$ cat config.mk
export PLATFORM = sky130hd
export DESIGN_NAME = stack_sequencer
export DESIGN_NICKNAME = d
export VERILOG_FILES = /design/src/rtl/stack_pkg.sv /design/src/rtl/stack_sequencer.sv
export SDC_FILE = /design/constraint.sdc
export NUM_CORES = 1
export LEC_CHECK = 0
export CORE_ASPECT_RATIO = 1.2
export CORE_MARGIN = 3
export CORE_UTILIZATION = 44
export DETAILED_ROUTE_END_ITERATION = 6
export PLACE_DENSITY = 0.77
export SYNTH_ARGS = -nofsm -noshare
export SYNTH_HDL_FRONTEND = slang
export SYNTH_SLANG_ARGS = --single-unit
export TNS_END_PERCENT = 50
$ cat constraint.sdc
create_clock -name Clk -period 2.6 [get_ports Clk]
set_input_delay 0.26 -clock Clk [delete_from_list [all_inputs] [get_ports Clk]]
set_output_delay 0.26 -clock Clk [all_outputs]
set_load 0.05 [all_outputs]
$ cat src/rtl/stack_pkg.sv
// Shared encodings for the Forth data stack and its command sequencer.
// Latency: n/a (constants and types only).
// Backpressure: n/a.
package stack_pkg;

    // Command opcodes carried on CmdOp
    localparam logic [2:0] OP_NOP  = 3'd0;
    localparam logic [2:0] OP_PUSH = 3'd1;
    localparam logic [2:0] OP_POP  = 3'd2;
    localparam logic [2:0] OP_DUP  = 3'd3;
    localparam logic [2:0] OP_DROP = 3'd4;
    localparam logic [2:0] OP_SWAP = 3'd5;
    localparam logic [2:0] OP_OVER = 3'd6;
    localparam logic [2:0] OP_NIP  = 3'd7;

    // Sticky error codes
    localparam logic [1:0] ERR_NONE  = 2'b00;
    localparam logic [1:0] ERR_UNDER = 2'b01;
    localparam logic [1:0] ERR_OVER  = 2'b10;

    // Signed stack-pointer offset; 2'b10 is never used
    localparam logic [1:0] OFS_HOLD = 2'b00;
    localparam logic [1:0] OFS_PUSH = 2'b01;
    localparam logic [1:0] OFS_POP  = 2'b11;

    typedef enum logic [1:0] {
        ST_IDLE   = 2'd0,
        ST_EXEC   = 2'd1,
        ST_SWAP_B = 2'd2,
        ST_RSP    = 2'd3
    } seq_state_t;

endpackage

$ cat src/rtl/stack_sequencer.sv
// Forth stack command front end: one primitive per CmdValid/CmdReady handshake, drives stack writes.
// Latency: stack controls in cycle k+1 after acceptance edge k; ready again k+2 (SWAP k+3, POP after RspReady).
// Backpressure: CmdReady low while a command executes; POP holds RspValid until RspReady.
//
// Ports: Cmd* command handshake (op, PUSH literal), Rsp* POP result handshake,
// Err one-cycle error pulse, ErrCode sticky last error, Depth mirrored stack depth,
// TWrite/NWrite/WData/Offset stack write interface, T/N stack top words read back.
module stack_sequencer
    import stack_pkg::*;
#(
    parameter int DEPTH = 256,
    parameter int W     = 16,
    localparam int DW   = $clog2(DEPTH) + 1
) (
    input  logic          Clk,
    input  logic          Rst,
    input  logic          CmdValid,
    output logic          CmdReady,
    input  logic [2:0]    CmdOp,
    input  logic [W-1:0]  CmdData,
    output logic          RspValid,
    input  logic          RspReady,
    output logic [W-1:0]  RspData,
    output logic          Err,
    output logic [1:0]    ErrCode,
    output logic [DW-1:0] Depth,
    output logic          TWrite,
    output logic          NWrite,
    output logic [W-1:0]  WData,
    output logic [1:0]    Offset,
    input  logic [W-1:0]  T,
    input  logic [W-1:0]  N
);

    localparam logic [DW-1:0] FULL = DW'(DEPTH);

    seq_state_t    state_q, state_d;
    logic [2:0]    op_q, op_d;
    logic [W-1:0]  data_q, data_d;
    logic [W-1:0]  swap_q, swap_d;
    logic [W-1:0]  rsp_q, rsp_d;
    logic [DW-1:0] depth_q, depth_d;
    logic          err_q, err_d;
    logic [1:0]    err_code_q, err_code_d;

    // Stack controls depend on T/N in the same cycle, so they are combinational
    logic          t_write, n_write;
    logic [W-1:0]  w_data;
    logic [1:0]    offset;
    logic          under, over;

    always_comb begin
        // Bounds check for the latched op against the mirrored depth
        under = 1'b0;
        over  = 1'b0;
        unique case (op_q)
            OP_PUSH:          over  = (depth_q == FULL);
            OP_DUP: begin
                under = (depth_q == '0);
                over  = (depth_q == FULL);
            end
            OP_OVER: begin
                under = (depth_q < DW'(2));
                over  = (depth_q == FULL);
            end
            OP_POP, OP_DROP:  under = (depth_q == '0);
            OP_SWAP, OP_NIP:  under = (depth_q < DW'(2));
            default:          ;
        endcase
    end

    always_comb begin
        state_d    = state_q;
        op_d       = op_q;
        data_d     = data_q;
        swap_d     = swap_q;
        rsp_d      = rsp_q;
        depth_d    = depth_q;
        err_d      = 1'b0;
        err_code_d = err_code_q;
        t_write    = 1'b0;
        n_write    = 1'b0;
        w_data     = '0;
        offset     = OFS_HOLD;

        unique case (state_q)
            ST_IDLE: begin
                // NOP is consumed here without an execute cycle
                if (CmdValid && (CmdOp != OP_NOP)) begin
                    op_d    = CmdOp;
                    data_d  = CmdData;
                    state_d = ST_EXEC;
                end
            end

            ST_EXEC: begin
                state_d = ST_IDLE;
                if (under) begin
                    err_d      = 1'b1;
                    err_code_d = ERR_UNDER;
                end else if (over) begin
                    err_d      = 1'b1;
                    err_code_d = ERR_OVER;
                end else begin
                    unique case (op_q)
                        OP_PUSH: begin
                            offset  = OFS_PUSH;
                            t_write = 1'b1;
                            w_data  = data_q;
                            depth_d = depth_q + DW'(1);
                        end
                        OP_DUP: begin
                            offset  = OFS_PUSH;
                            t_write = 1'b1;
                            w_data  = T;
                            depth_d = depth_q + DW'(1);
                        end
                        OP_OVER: begin
                            offset  = OFS_PUSH;
                            t_write = 1'b1;
                            w_data  = N;
                            depth_d = depth_q + DW'(1);
                        end
                        OP_POP: begin
                            offset  = OFS_POP;
                            rsp_d   = T;
                            depth_d = depth_q - DW'(1);
                            state_d = ST_RSP;
                        end
                        OP_DROP: begin
                            offset  = OFS_POP;
                            depth_d = depth_q - DW'(1);
                        end
                        OP_NIP: begin
                            // After the pop, the T slot is the old N slot
                            offset  = OFS_POP;
                            t_write = 1'b1;
                            w_data  = T;
                            depth_d = depth_q - DW'(1);
                        end
                        OP_SWAP: begin
                            // First half: old T into N; old N parked for SWAP_B
                            n_write = 1'b1;
                            w_data  = T;
                            swap_d  = N;
                            state_d = ST_SWAP_B;
                        end
                        default: ;
                    endcase
                end
            end

            ST_SWAP_B: begin
                t_write = 1'b1;
                w_data  = swap_q;
                state_d = ST_IDLE;
            end

            ST_RSP: begin
                if (RspReady) state_d = ST_IDLE;
            end

            default: state_d = ST_IDLE;
        endcase
    end

    always_ff @(posedge Clk or negedge Rst) begin
        if (!Rst) begin
            state_q    <= ST_IDLE;
            op_q       <= OP_NOP;
            data_q     <= '0;
            swap_q     <= '0;
            rsp_q      <= '0;
            depth_q    <= '0;
            err_q      <= 1'b0;
            err_code_q <= ERR_NONE;
        end else begin
            state_q    <= state_d;
            op_q       <= op_d;
            data_q     <= data_d;
            swap_q     <= swap_d;
            rsp_q      <= rsp_d;
            depth_q    <= depth_d;
            err_q      <= err_d;
            err_code_q <= err_code_d;
        end
    end

    // Gated by Rst so ready is low during reset yet high in the first cycle after release
    assign CmdReady = (state_q == ST_IDLE) && Rst;
    assign RspValid = (state_q == ST_RSP);
    assign RspData  = rsp_q;
    assign Err      = err_q;
    assign ErrCode  = err_code_q;
    assign Depth    = depth_q;
    assign TWrite   = t_write;
    assign NWrite   = n_write;
    assign WData    = w_data;
    assign Offset   = offset;

endmodule
==> results.sh, run 1 <==
export IMPL_yosysTopAreaCell="dfrtp_1"
export IMPL_postSynthNetCount=408
export IMPL_yosys_register_bits=65
export IMPL_worst_endpoint_required_ps=2340
export IMPL_combinational_family_with_the_most_area_after_synthesis="compound AO/OA/AOI/OAI gates"
export IMPL_rsz_0062_raised_after_global_routing="yes"
export IMPL_die_area_um2=9720
export IMPL_fp_row_count=36
export IMPL_gr_usage_all_layers_pct=22.3
export IMPL_pin_count_of_the_biggest_net_entering_global_routing=49
export IMPL_max_clock_path_buffers=2
export IMPL_timing_max_slew_rel_slack_pct=51.3
export IMPL_nFillCells=583
export IMPL_drt_total_wl_um=10900
export IMPL_first_global_vias=3482
export IMPL_status="complete, no violations"
export IMPL_clk_pin_slew_worst_paths_ps=80
export IMPL_design_portCount=105
export IMPL_synth_warnings=0
export IMPL_die_height_um=107
export IMPL_synthCells=341
export IMPL_post_synth_mux_area_share_pct=17.6
export IMPL_routedWlPerCell_um=18.5
export IMPL_route_layer_met1_wl_um=4410
export IMPL_detail_route_first_pass_iterations=7
export IMPL_place_port_buffers=104
export IMPL_met2_wirelength_um=5430
export IMPL_via_per_inst=5.62
export IMPL_netlist_area_leader_share_pct=43.1
export IMPL_cts_inserted_buffers=9
export IMPL_finish_net_count=536
export IMPL_worst_path_max_fanout=5
export IMPL_dr_first_iter_drc_count=262
export IMPL_drv_max_cap_violation_count=0
export IMPL_hold_viol_final=0
export IMPL_postLayoutCoreUtil_pct=69.1
export IMPL_grt_ovfl_total=0
export IMPL_detailedPlacementHpwl_um=7140
export IMPL_category_of_the_worst_setup_path_launch_point="register"
export IMPL_timing_fmax_mhz=388
export IMPL_ys_async_sr_fraction_pct=100
export IMPL_grt_first_pass_wirelength_um=17200
export IMPL_finalHoldWorstSlack_ps=377
export IMPL_final_min_period_over_clock_period_pct=99.1
export IMPL_num_antenna_cells=0
export IMPL_worst_slew_pin_slew_ps=730
export IMPL_yosys_area_share_simple_pct=10.3
export IMPL_drc=0
export IMPL_routed_wl_met3_um=830
export IMPL_final_setup_skew_ps=9.41
export IMPL_cts_sinks=65
export IMPL_finalMaxSlewViolations=0
export IMPL_synthesis_area_per_instance_um2=11.1
export IMPL_worstSetupPathType="reg -> out"
export IMPL_share_of_final_layout_standard_cells_stronger_than_drive_strength_1_pct=34.2
export IMPL_cts_root_buf="clkbuf_8"
export IMPL_gp_routability_congestion=0.835
export IMPL_synth_area_um2=3770
export IMPL_complex_gate_fraction_of_the_synthesized_area_pct=19.9
export IMPL_top_post_synthesis_cells_by_count="dfrtp_1 (65), mux2_2 (46), a22o_1 (32)"
export IMPL_worstHoldPathType="in -> async"
export IMPL_route_vias_total=3306
export IMPL_setup_worst_path_end_class="output pin"
export IMPL_antenna_left=0
export IMPL_dieWidth_um=90.5
export IMPL_timing_final_crit_period_ps=2580
export IMPL_highest_signal_layer="met4"
export IMPL_synth_xor_area_share_pct=1.63
export IMPL_ys_top_cells_by_area="dfrtp_1 (43%), mux2_2 (14%), a22o_1 (7.4%)"
export IMPL_clock_insertion_delay_worst_skew_ps=350
export IMPL_area_growth_pct=51.0
export IMPL_yosysUniqueCellTypes=45
export IMPL_final_setup_viols=0
export IMPL_floorplan_core_area_um2=8240
export IMPL_synth_adder_area_share_pct=4.18
export IMPL_number_of_enable_type_register_cells_in_the_synthesized_netlist=0
export IMPL_data_arrival_critical_path_ps=2320
export IMPL_tritoncts_clock_tree="built"
export IMPL_level_count_of_the_clock_h_tree=3
export IMPL_start_util_pct=45.7
export IMPL_synthMostInstantiatedCell="dfrtp_1"
export IMPL_most_used_flip_flop_cell_after_synthesis="dfrtp_1"
export IMPL_seq_area_frac_synth_pct=43.1
export IMPL_dp_cells=554
export IMPL_fin_cells=588
export IMPL_grt_antenna_before_repair=0
==> cells in the final DEF (no fill, tap or decap), types with 11 or more instances in the layout <==
cell and count:
nand2_1 22, o21ai_0 13, a22o_1 32, dfrtp_1 64, nor2_1 11, buf_12 21
clkdlybuf4s50_1 82, a22oi_1 16, buf_4 28, mux2_2 46, and2_4 11
==> per-layer routing <==
metal | GRT usage (%) | up-vias
li1 | - | 1520
met1 | 27.4 | 1616
met2 | 37.5 | 147
met3 | 6.99 | 23
met4 | 6.56 | 0
met5 | 0 | -
==> worst max-delay path: stages (launching register included) <==
cell,delay (ps)
dfrtp_1,390
or4_4,550
nor4_4,140
buf_4,190
o32a_4,190
buf_12,120
o21ai_1,80
and2_4,180
buf_12,140
==> state kept, by name, indices dropped and copies added, names as in the netlist <==
signal   cells
Depth        9
RspData     16
swap_q      16
state_q      2
Err          1
data_q      16
op_q         3
ErrCode      2
==> timing repair <==
action                                  in CTS  in global routing
endpoints found under the setup margin      19                 23
buffers inserted                             7                  8
hold endpoints to repair                    17                  0
cloned                                       2                  0
resized for setup                           21                 29
hold buffers                                 1                  0
pin swaps                                    6                  8
==> final cells by class <==
| cell class | instances | area, µm² | share of cell area (%) |
|---|---|---|---|
| multi-input combinational | 251 | 2200 | 38.7 |
| inverter | 7 | 26.3 | 0.461 |
| tap | 114 | 143 | 2.50 |
| timing repair buffer | 135 | 1490 | 26.2 |
| clock buffer | 10 | 138 | 2.42 |
| clock inverter | 6 | 66.3 | 1.16 |
| sequential | 65 | 1630 | 28.6 |
==> cells by family (layout without fill, tap and decap cells) <==
kind of cell | after synthesis | count (layout)
mux | 56 | 56
flops | 65 | 65
compound gates | 104 | 106
xor+xnor | 7 | 7
buf+inv | 27 | 158
fa+ha+maj | 12 | 12
simple gates | 70 | 70
==> final timing paths <==
| check | startpoint | to | slack (ps) | cells past startpoint |
|---|---|---|---|---|
| worst max-delay path | Depth[5] | WData[13] | 20 | 8 |
| worst min-delay path | Rst | RspData[15] | 380 | 2 |
| worst max register to register | op_q[0] | Depth[6] | 120 | 11 |
| worst min register to register | ErrCode[1] | ErrCode[1] | 510 | 1 |
| max in group asynchronous | Rst | op_q[2] | 1250 | 3 |
| min in group Clk | ErrCode[1] | ErrCode[1] | 510 | 1 |
==> per-stage QoR <==
step                setup slack [ps]  instance area (µm²)  setup TNS, ps
global route                   -88.6                 5690           -354
CTS                            -63.2                 5530           -374
global placement                94.3                 5180              0
floorplan                      -9.59                 3780          -9.59
detailed placement              34.6                 5180              0
finish                          23.5                 5690              0
Power of run 1 is not shown: default switching activity piles up to over one toggle a cycle in this logic, so the estimate is an artifact.
==> run 2: changes to the inputs <==
Settings changed: PLACE_DENSITY 0.77 to 0.87, SLEW_MARGIN set to 30.
==> run 2 against run 1 <==
The flow now finishes with violations (setup timing). Critical path type unchanged. First-iteration DRC count fell by 9.2%. Utilization grew 0.39 points. Maximum frequency fell by 4.7%.
==> results.sh, run 2 (same netlist as run 1, synthesis figures left out) <==
export IMPL_status="finished with violations"
export IMPL_failed_checks="setup timing"
export IMPL_die_area_um2=9720
export IMPL_grt_ovfl_total=0
export IMPL_final_setup_skew_ps=6.12
export IMPL_dr_first_iter_drc_count=238
export IMPL_drv_max_cap_violation_count=0
export IMPL_setup_worst_path_end_class="output pin"
export IMPL_timing_max_slew_rel_slack_pct=42.9
export IMPL_post_cts_hold_fix_bufs=0
export IMPL_place_port_buffers=104
export IMPL_max_clock_path_buffers=2
export IMPL_layout_commonest_cell="clkdlybuf4s50_1"
export IMPL_level_count_of_the_clock_h_tree=3
export IMPL_dpl_cell_area_um2=5200
export IMPL_final_setup_viols=14
export IMPL_num_antenna_cells=0
export IMPL_pin_count_of_the_biggest_net_entering_global_routing=66
export IMPL_worstHoldPathType="in -> async"
export IMPL_fp_row_count=36
export IMPL_design_area_um2=5730
export IMPL_gr_usage_all_layers_pct=23.7
export IMPL_data_arrival_critical_path_ps=2440
export IMPL_clock_insertion_delay_worst_skew_ps=350
export IMPL_worst_endpoint_required_ps=2340
export IMPL_grt_first_pass_wirelength_um=18100
export IMPL_worst_slew_pin_slew_ps=856
export IMPL_finalMaxSlewViolations=0
export IMPL_detail_route_first_pass_iterations=5
export IMPL_tritoncts_clock_tree="built"
export IMPL_design_portCount=105
export IMPL_finish_net_count=541
export IMPL_clk_pin_slew_worst_paths_ps=80
export IMPL_most_used_cells_in_the_layout_excluding_fill_and_tap_cells="clkdlybuf4s50_1 (82), dfrtp_1 (62), mux2_2 (46)"
export IMPL_gp_routability_congestion=0.900
export IMPL_rsz_0062_raised_after_global_routing="yes"
export IMPL_timing_final_crit_period_ps=2700
export IMPL_antenna_left=0
export IMPL_routedWlPerCell_um=20.2
export IMPL_via_per_inst=5.81
export IMPL_drt_total_wl_um=12000
export IMPL_drc=0
export IMPL_share_of_final_layout_standard_cells_stronger_than_drive_strength_1_pct=34.1
export IMPL_category_of_the_worst_setup_path_launch_point="register"
export IMPL_cts_sinks=65
export IMPL_detailedPlacementHpwl_um=7490
export IMPL_first_global_vias=3534
export IMPL_die_height_um=107
export IMPL_start_util_pct=45.7
export IMPL_floorplan_core_area_um2=8240
export IMPL_route_vias_total=3442
export IMPL_area_growth_pct=51.9
export IMPL_final_min_period_over_clock_period_pct=104
export IMPL_worst_slack_ps=-102
export IMPL_cts_root_buf="clkbuf_8"
export IMPL_worstSetupPathType="reg -> out"
export IMPL_timing_fmax_mhz=370
export IMPL_hold_viol_final=0
export IMPL_worst_path_max_fanout=6
export IMPL_dieWidth_um=90.5
export IMPL_post_place_ws_ps=-44.8
export IMPL_grt_antenna_before_repair=0
export IMPL_cts_inserted_buffers=9
[run 2: cell count changes in the layout (fill, tap and decap cells not counted), sizes merged]
cell,change
buf,+6
clkbuf,+1
clkinv,-1
dlygate4sd3,-1
inv,-1
[run 2: critical path, stage by stage (launching register included)]
cell and delay, ps:
dfrtp_1 380, or4_4 570, nor4_4 190, buf_4 210, o32a_4 200, buf_6 140
a21oi_2 40, o21a_1 200, buf_12 150
[run 2: cell type report]
type,count,area [µm²]
inverter,7,26.3
clock inverter,4,52.6
tap,114,143
sequential,65,1630
multi-input combinational,251,2200
fill,580,2520
clock buffer,11,151
timing repair buffer,140,1520
[run 2: path summary, 6_finish.rpt]
check	startpoint	to	slack [ps]	cells past startpoint
worst max-delay path	Depth[5]	TWrite	-100	8
worst min-delay path	Rst	ErrCode[1]	110	2
worst max register to register	op_q[1]	Depth[8]	0	12
worst min register to register	RspData[2]	RspData[2]	510	1
max in group asynchronous	Rst	op_q[1]	1880	2
min in group Clk	RspData[2]	RspData[2]	510	1
[run 2: what timing repair did]
action                                  CTS  global route
endpoints found under the setup margin   22            23
buffers inserted                         11             8
endpoints found under the hold margin     0             0
resized for setup                        19            25
pin swaps                                 5             8
cloned                                    2             0
[run 2: metrics by stage]
| step | utilization (%) | hold WS, ps | setup TNS, ps | cells |
|---|---|---|---|---|
| 2_1_floorplan | - | -35.6 | -9.59 | 341 |
| 5_1_grt | 69.5 | 204 | -1880 | 592 |
| 6_report | 69.5 | 113 | -329 | 592 |
| 4_1_cts | 67.7 | 145 | -134 | 584 |
| 3_3_place_gp | 63.0 | 474 | 0 | 556 |
| 3_5_place_dp | 63.1 | 493 | -49.7 | 556 |
[run 2: layer usage]
metal	track usage [%]	wire, µm
met1	28.4	4750
met2	42.3	6330
met3	4.34	736
met4	8.64	165
met5	0	0
Power of run 2 is left out for the same reason.
